[config.mk]
export PLATFORM = sky130hd
export DESIGN_NAME = uart_tx_flat
export DESIGN_NICKNAME = d
export VERILOG_FILES = /design/src/rtl/uart_tx_if.sv /design/src/rtl/uart_tx.sv /design/src/flat_wrapper.sv
export SDC_FILE = /design/constraint.sdc
export NUM_CORES = 1
export LEC_CHECK = 0
export ABC_AREA = 1
export CORE_ASPECT_RATIO = 1.25
export CORE_MARGIN = 1
export CORE_UTILIZATION = 54
export DETAILED_ROUTE_END_ITERATION = 10
export PLACE_DENSITY = 0.83
export SYNTH_ARGS = -nofsm -noshare
export SYNTH_HDL_FRONTEND = slang
export SYNTH_SLANG_ARGS = --single-unit
[constraint.sdc]
create_clock -name i_clk -period 2 [get_ports i_clk]
set_clock_uncertainty 0.15 [all_clocks]
set_input_delay 0.4 -clock i_clk [delete_from_list [all_inputs] [get_ports i_clk]]
set_output_delay 0.4 -clock i_clk [all_outputs]
set_load 0.01 [all_outputs]
[src/rtl/uart_tx_if.sv]
// Host-side handshake bundle for uart_tx: baud tick, start/data request and
// serial line / status back from the transmitter.
interface uart_tx_if #(
  parameter int unsigned DBIT = 8
) ();
  logic            i_tick;
  logic            i_tx_start;
  logic [DBIT-1:0] i_data;
  logic            o_tx;
  logic            o_busy;
  logic            o_tx_done;

  modport master (
    output i_tick,
    output i_tx_start,
    output i_data,
    input  o_tx,
    input  o_busy,
    input  o_tx_done
  );

  modport slave (
    input  i_tick,
    input  i_tx_start,
    input  i_data,
    output o_tx,
    output o_busy,
    output o_tx_done
  );
endinterface

[src/rtl/uart_tx.sv]
// UART transmitter paced by a 16x-oversampled baud tick: start bit, DBIT data
// bits LSB first, optional parity bit, then a stop period of SB_TICK ticks.
module uart_tx #(
  parameter int unsigned DBIT    = 8,
  parameter int unsigned SB_TICK = 16,
  parameter int unsigned PARITY  = 0
) (
  input  logic      i_clk,
  input  logic      i_rst,
  uart_tx_if.slave  bus
);

  localparam int unsigned SW = $clog2((SB_TICK > 16) ? SB_TICK : 16);
  localparam int unsigned NW = (DBIT > 1) ? $clog2(DBIT) : 1;

  typedef enum logic [2:0] {
    StIdle,
    StStart,
    StData,
    StParity,
    StStop
  } state_e;

  state_e          r_state;
  logic [SW-1:0]   r_s;
  logic [NW-1:0]   r_n;
  logic [DBIT-1:0] r_b;
  logic            r_p;
  logic            r_tx;
  logic            r_done;
  logic            w_parity;
  logic            w_s_last;

  assign w_parity = (PARITY == 1) ? (^bus.i_data) :
                    (PARITY == 2) ? (~^bus.i_data) : 1'b0;
  assign w_s_last = (r_s == SW'(15));

  always_ff @(posedge i_clk) begin
    if (i_rst) begin
      r_state <= StIdle;
      r_s     <= '0;
      r_n     <= '0;
      r_b     <= '0;
      r_p     <= 1'b0;
      r_tx    <= 1'b1;
      r_done  <= 1'b0;
    end else begin
      r_done <= 1'b0;
      unique case (r_state)
        StIdle: begin
          r_tx <= 1'b1;
          // Ticks are deliberately ignored here so an accept-cycle tick is not counted.
          if (bus.i_tx_start) begin
            r_b     <= bus.i_data;
            r_p     <= w_parity;
            r_s     <= '0;
            r_tx    <= 1'b0;
            r_state <= StStart;
          end
        end
        StStart: begin
          if (bus.i_tick) begin
            if (w_s_last) begin
              r_s     <= '0;
              r_n     <= '0;
              r_tx    <= r_b[0];
              r_state <= StData;
            end else begin
              r_s <= r_s + 1'b1;
            end
          end
        end
        StData: begin
          if (bus.i_tick) begin
            if (w_s_last) begin
              r_s <= '0;
              r_b <= r_b >> 1;
              if (r_n == NW'(DBIT - 1)) begin
                if (PARITY != 0) begin
                  r_tx    <= r_p;
                  r_state <= StParity;
                end else begin
                  r_tx    <= 1'b1;
                  r_state <= StStop;
                end
              end else begin
                r_n  <= r_n + 1'b1;
                r_tx <= r_b[1];
              end
            end else begin
              r_s <= r_s + 1'b1;
            end
          end
        end
        StParity: begin
          if (bus.i_tick) begin
            if (w_s_last) begin
              r_s     <= '0;
              r_tx    <= 1'b1;
              r_state <= StStop;
            end else begin
              r_s <= r_s + 1'b1;
            end
          end
        end
        StStop: begin
          if (bus.i_tick) begin
            if (r_s == SW'(SB_TICK - 1)) begin
              r_state <= StIdle;
              r_done  <= 1'b1;
            end else begin
              r_s <= r_s + 1'b1;
            end
          end
        end
        default: r_state <= StIdle;
      endcase
    end
  end

  assign bus.o_tx      = r_tx;
  assign bus.o_busy    = (r_state != StIdle);
  assign bus.o_tx_done = r_done;

endmodule

[src/flat_wrapper.sv]
// flat-port wrapper written by rule: the top's interface ports become plain ports
module uart_tx_flat 
#(
  parameter int unsigned DBIT    = 8,
  parameter int unsigned SB_TICK = 16,
  parameter int unsigned PARITY  = 0
)
  (i_clk, i_rst, bus_i_tick, bus_i_tx_start, bus_i_data, bus_o_tx, bus_o_busy, bus_o_tx_done);
  uart_tx_if #(.DBIT(DBIT)) bus_i ();
  input  logic i_clk;
  input  logic i_rst;
  input wire logic [$bits(bus_i.i_tick)-1:0] bus_i_tick;
  input wire logic [$bits(bus_i.i_tx_start)-1:0] bus_i_tx_start;
  input wire logic [$bits(bus_i.i_data)-1:0] bus_i_data;
  output wire logic [$bits(bus_i.o_tx)-1:0] bus_o_tx;
  output wire logic [$bits(bus_i.o_busy)-1:0] bus_o_busy;
  output wire logic [$bits(bus_i.o_tx_done)-1:0] bus_o_tx_done;
  assign bus_i.i_tick = bus_i_tick;
  assign bus_i.i_tx_start = bus_i_tx_start;
  assign bus_i.i_data = bus_i_data;
  assign bus_o_tx = bus_i.o_tx;
  assign bus_o_busy = bus_i.o_busy;
  assign bus_o_tx_done = bus_i.o_tx_done;
  uart_tx #(.DBIT(DBIT), .SB_TICK(SB_TICK), .PARITY(PARITY)) u_core (.i_clk(i_clk), .i_rst(i_rst), .bus(bus_i));
endmodule
==> results.json, run 1 <==
{
  "critPathLaunchType": "flip-flop",
  "worst-path-buf-inv": 1,
  "r2r_slack_ns": 0.19,
  "worst-path-max-fanout": 4,
  "die_width_um": 44.08,
  "cp-end-kind": "flip-flop",
  "ant_nets": 0,
  "cts-resized-gates": 2,
  "critical_path_class": "flip-flop to flip-flop",
  "die_h_um": 54.59,
  "via_count": 1152,
  "synthAdderAreaFrac_pct": 3.141,
  "synth_common_cells": "48 x nand2_1, 30 x nor2_1, 20 x dfxtp_1",
  "grt.total_usage_pct": 23.14,
  "slew_headroom_pct": 73.25,
  "p_comb_share_pct": 60.8,
  "setup_viol": 0,
  "yosysMostFrequentCell": "nand2_1",
  "synth_top_family_by_area": "simple AND/OR/NAND/NOR gates",
  "drive_gt1_share_pct": 15.98,
  "grt_overflow_total": 0,
  "routed_wl_um": 2436,
  "cts-buffers-inserted": 3,
  "start_util_pct": 58.95,
  "critical_path.top_delay_family": "simple AND/OR/NAND/NOR gates",
  "fill_cells": 169,
  "muxShareOfSynthArea_pct": 0,
  "postCtsSetupRepairBufs": 0,
  "io_pins": 15,
  "synth_area_leaders": "dfxtp_1 34%, nand2_1 15%, nor2_1 9.4%, inv_1 3.8%, a21oi_1 3.4%",
  "grt_pass1_wl_um": 4160,
  "worst_slew_pin_slew_ns": 0.4009,
  "fin_nets": 210,
  "antenna_found_initial": 0,
  "cts_max_level": 1,
  "cpMostUsedCell": "nand2_1",
  "portBuffers": 14,
  "fin_util_pct": 68.83,
  "syn_avg_cell_area_um2": 6.751,
  "cts_max_path_buffers": 2,
  "ys_types": 26,
  "cap_viol_max_count": 0,
  "period_needed_ns": 1.812,
  "worstPathRequired_ns": 2.04,
  "power-per-cell-area_nw_per_um2": 1623,
  "grt_max_degree": 14,
  "synthCells": 177,
  "synth_compound_area_share_pct": 10.16,
  "fmax_mhz": 552.0,
  "switching_share_pct": 48.98,
  "path_clk_slew_ns": 0.11,
  "worstSkewPairLatency_ns": 0.30,
  "critPathSlowestCell": "dfxtp_1",
  "synth_ff_type": "dfxtp_1",
  "rsz0062_at_grt": "no",
  "yosysWarnings": 0,
  "area_growth_pct": 16.75,
  "drtIter0Drc": 22,
  "core_area_um2": 2027,
  "critPathArrivalTime_ns": 1.85,
  "num_rows": 18,
  "num_antenna_cells": 0,
  "synth.cell_area_um2": 1195,
  "cts_tree": "yes",
  "outcome": "completed",
  "synth_top_area_share_pct": 33.51,
  "power.internal_uw": 1155,
  "min_period_over_period_pct": 90.59,
  "cts-root-buf": "clkbuf_4",
  "drc": 0,
  "hold_viol_final": 0,
  "synth_xor_area_share_pct": 1.466,
  "place_hpwl_um": 1890,
  "dr.pass1.iters": 4,
  "p_leak_uw": 0.0006449,
  "vias_per_cell": 5.383,
  "ys_seq_area_share_pct": 33.51,
  "grt_pass1_vias": 1037,
  "detail_route.wl_per_cell_um": 11.38,
  "pwr-share-clk_pct": 10.4,
  "crit_chain": "ha_1 -> nand2_1 -> nor2_2 -> nand2_1 -> o21ai_0 -> o21ai_0 -> inv_1 -> nand2_1",
  "ir_worst_vdd_uv": 1052,
  "p_seq_share_pct": 28.8,
  "cts.sinks": 20,
  "hold_buffers": 0,
  "p_switching_uw": 1109,
  "tns_ns": 0,
  "synth_edf_count": 0,
  "gp_congestion": 0.8633,
  "synthArstFlopShare_pct": 0,
  "yosys.area.top_type": "dfxtp_1",
  "synthSimpleGateAreaFrac_pct": 43.77,
  "total_power_uw": 2265,
  "maxSlewViolCount": 0,
  "hold_class": "flip-flop to flip-flop",
  "crit_path_max_incr_delay_ns": 0.40,
  "whs_ns": 0.3476,
  "dieArea_um2": 2406,
  "synth_nets": 192,
  "ys_seq_elements": 20
}
[worst reg2reg max path, stage by stage (launching register included)]
cell and delay (ns):
dfxtp_1 0.40, ha_1 0.24, nand2_1 0.08, nor2_2 0.14, nand2_1 0.15, o21ai_0 0.26, o21ai_0 0.13, inv_1 0.10
nand2_1 0.06
[state kept, by name, summed over array words and instances, names as in the netlist]
register	count
u_core.bus.o_tx_done	1
u_core.r_s	4
u_core.r_b	8
u_core.bus.o_tx	1
u_core.r_n	3
u_core.r_state	3
[final cells by class]
| class | instances | area (um2) | share of cell area [%] |
|---|---|---|---|
| inverters | 17 | 63.81 | 4.574 |
| multi-input cells | 136 | 699.4 | 50.13 |
| flip-flops and latches | 20 | 405.4 | 29.06 |
| well taps | 20 | 25.02 | 1.794 |
| clock buffers | 4 | 36.28 | 2.601 |
| repair buffers | 17 | 165.2 | 11.84 |
[through the flow]
stage / setup slack, ns / cells / area, um2
after floorplan: 0.5381 / 177 / 1195
after global placement: 0.1987 / 210 / 1351
after detailed placement: 0.1670 / 210 / 1351
after CTS: 0.01332 / 214 / 1390
after global routing: 0.09453 / 214 / 1395
final: 0.1883 / 214 / 1395
[path summary, 6_finish.rpt]
path	to	cells past startpoint	from
setup / recovery	u_core.bus.o_tx	8	u_core.r_s[0]
hold / removal	u_core.r_b[1]	2	u_core.r_b[1]
setup reg to reg	u_core.bus.o_tx	8	u_core.r_s[0]
hold reg to reg	u_core.r_b[1]	2	u_core.r_b[1]
[logic make-up after synthesis]
| group | count (synthesis) |
|---|---|
| buf+inv | 21 |
| fa+ha+maj | 3 |
| simple gates | 108 |
| compound gates | 23 |
| xor+xnor | 2 |
| flops | 20 |
[layer usage]
metal,share of wire (%),vias to the layer above,track usage [%]
met1,43,531,25.85
met5,0,-,0
met2,52,18,43.38
met4,2.5,0,11.62
met3,1.7,8,1.980
li1,-,595,-
[layout by cell type, fill, tap and decap left out, drive strengths merged]
cell,count
o21bai,1
clkinv,1
dlymetal6s2s,1
o21ai,13
a21oi,8
nand3,11
inv,16
nor3,2
xor2,1
nand2,54
nand4,3
ha,3
nor2,38
clkbuf,4
dfxtp,20
buf,3
xnor2,1
clkdlybuf4s50,13
o2111ai,1
[power groups by stage]
stage / Clock, uW / Sequential, uW / Combinational [uW]
2_1_floorplan: 0 / 629 / 1100
3_3_place_gp: 0 / 646 / 1350
3_5_place_dp: 0 / 654 / 1370
4_1_cts: 242 / 649 / 1380
5_1_grt: 262 / 669 / 1580
6_report: 236 / 652 / 1380
Note: power is estimated with default switching activity, not from simulation.
==> run 2: changes to the inputs <==
--- a/config.mk
+++ b/config.mk
@@ -5,7 +5,6 @@
 export SDC_FILE = /design/constraint.sdc
 export NUM_CORES = 1
 export LEC_CHECK = 0
-export ABC_AREA = 1
 export CORE_ASPECT_RATIO = 1.25
 export CORE_MARGIN = 1
 export CORE_UTILIZATION = 54
==> run 2 against run 1 <==
Effect of this change:
- via count decreased by 3.3%
- synthesized cell count fell by 29%
- clock-buffer cell count unchanged
- routed wire length is 20% higher
- maximum frequency down 7.6%
- core utilization is 4.7 points higher
- critical endpoint is now u_core.r_n[0]
==> results.json, run 2 <==
{
  "via_count": 1114,
  "dr.pass1.iters": 4,
  "start_util_pct": 59.52,
  "cp-end-kind": "flip-flop",
  "reg2reg_from": "u_core.r_n[1]",
  "critical_path_class": "flip-flop to flip-flop",
  "io_pins": 15,
  "p_leak_uw": 0.0005443,
  "drive_gt1_share_pct": 27.15,
  "drc": 0,
  "grt_pass1_wl_um": 4767,
  "fin_nets": 167,
  "slew_headroom_pct": 72.11,
  "worst_slew_pin_slew_ns": 0.4140,
  "power-per-cell-area_nw_per_um2": 697.6,
  "yosys.area.top_type": "dfxtp_1",
  "layout_common_cells": "17 x dfxtp_1, 14 x buf_4, 13 x a21oi_1, 13 x clkdlybuf4s50_1, 11 x mux2i_1",
  "num_antenna_cells": 0,
  "die_width_um": 44.51,
  "dieArea_um2": 2454,
  "grt_pass1_vias": 1123,
  "cts-root-buf": "clkbuf_4",
  "cts_max_level": 1,
  "vias_per_cell": 6.155,
  "total_power_uw": 1052,
  "crit_start": "u_core.r_n[1]",
  "routed_wl_um": 2918,
  "synth_area_leaders": "dfxtp_1 33%, mux2i_1 9.0%, a311oi_2 6.2%, a21oi_1 5.3%, ha_1 3.1%",
  "gp_congestion": 0.8836,
  "drtIter0Drc": 16,
  "ir_worst_vdd_uv": 616.9,
  "hp-start": "u_core.r_n[2]",
  "yosysMostFrequentCell": "dfxtp_1",
  "synthArstFlopShare_pct": 0,
  "crit_path_max_incr_delay_ns": 0.38,
  "outcome": "completed",
  "detail_route.wl_per_cell_um": 16.12,
  "antenna_found_initial": 0,
  "cap_viol_max_count": 0,
  "place_area_um2": 1443,
  "yosysWarnings": 0,
  "cts_max_path_buffers": 2,
  "preCtsSetupSlack_ns": -0.04844,
  "critPathSlowestCell": "or3b_4",
  "grt_max_degree": 17,
  "cts.sinks": 20,
  "largest_reg_flops": 8,
  "top_usage_layer": "met2",
  "grt.total_usage_pct": 26.74,
  "setup_viol": 0,
  "crit_chain": "ha_2 -> ha_2 -> or3b_4 -> a211oi_4 -> mux2i_1 -> nor2_1",
  "synth_edf_count": 0,
  "syn_avg_cell_area_um2": 9.682,
  "critPathArrivalTime_ns": 2.03,
  "worstPathRequired_ns": 2.06,
  "tns_ns": 0,
  "synthCells": 126,
  "core_area_um2": 2049,
  "top_register": "u_core.r_b",
  "cts_tree": "yes",
  "worst-path-max-fanout": 5,
  "place_hpwl_um": 2094,
  "synth_nets": 141,
  "die_h_um": 55.14,
  "synth_ff_type": "dfxtp_1",
  "min_period_over_period_pct": 98.05,
  "synth_common_cells": "20 x dfxtp_1, 13 x a21oi_1, 11 x mux2i_1",
  "reg_top3": "u_core.r_b x8, u_core.r_s x4",
  "critPathLaunchType": "flip-flop",
  "synth.cell_area_um2": 1220,
  "hold_buffers": 0,
  "ys_seq_elements": 20,
  "maxSlewViolCount": 0,
  "worst_slack_ns": 0.03892,
  "grt_overflow_total": 0,
  "hold_class": "flip-flop to flip-flop",
  "use_met1_pct": 29.94,
  "final_cell_area_um2": 1508,
  "worstSkewPairLatency_ns": 0.31,
  "cts-buffers-inserted": 3,
  "grt_use_met2_pct": 48.53,
  "ys_seq_area_share_pct": 32.82,
  "worst-path-buf-inv": 0,
  "portBuffers": 14,
  "layout_commonest_cell": "dfxtp_1",
  "ys_types": 47,
  "met3_usage_pct": 3.571,
  "fmax_mhz": 509.9,
  "ant_nets": 0,
  "cpMostUsedCell": "ha_2",
  "num_rows": 18,
  "period_needed_ns": 1.961,
  "hold_viol_final": 0,
  "critical_path.top_delay_family": "simple AND/OR/NAND/NOR gates",
  "synth_top_area_share_pct": 32.82,
  "area_growth_pct": 23.59,
  "path_clk_slew_ns": 0.11
}
-- run 2: repair_timing --
item	CTS	global route
setup endpoints to repair	1	2
setup buffers	1	1
pin swaps	1	1
resized for setup	4	3
-- run 2: final cells by class --
class                           instances  area, um2
Clock buffer                            4      36.28
Inverter                                3      11.26
Sequential cell                        20      404.1
Fill cell                             139      541.8
Multi-Input combinational cell         95      754.5
Tap cell                               30      37.54
Timing Repair Buffer                   29      264.0
-- run 2: worst paths after layout --
path	to	slack, ns	cells past startpoint
setup reg to reg	u_core.r_n[0]	0.04	6
hold / removal	u_core.r_n[2]	0.35	2
hold reg to reg	u_core.r_n[2]	0.35	2
setup / recovery	u_core.r_n[0]	0.04	6
-- run 2: routing by layer --
layer	part of all wire, %	up-vias
met1	41	542
met2	53	32
met3	3.2	9
met5	0	-
li1	-	531
met4	2.8	0
-- run 2: cells by family after synthesis --
logic type / share of synthesized area (%)
AO/OA/AOI/OAI: 28.92
adder cells (fa/ha/maj): 3.077
buffers and inverters: 6.255
flip-flops: 32.82
multiplexers: 9.026
AND/OR/NAND/NOR: 19.90
-- run 2: through the flow --
step	cells	utilization [%]	hold WS [ns]
after global routing	181	73.57	0.3684
after detailed placement	175	70.39	0.3253
after floorplan	126	-	0.2996
final	181	73.57	0.3504
after global placement	175	70.39	0.3169
after CTS	180	72.89	0.3430
-- run 2: tightest hold or removal path, delay by kind of cell, from the launching register on --
kind	cells	cell delay, ns
flops	1	0.34
simple gates	1	0.07
compound gates	1	0.06
-- run 2: report_power, final --
| group | internal, uW | switching, uW | total, uW | leakage, uW |
|---|---|---|---|---|
| logic | 169 | 178 | 346 | 0.000358 |
| clock network | 111 | 128 | 240 | 0.0000210 |
| registers | 433 | 33.2 | 466 | 0.000165 |
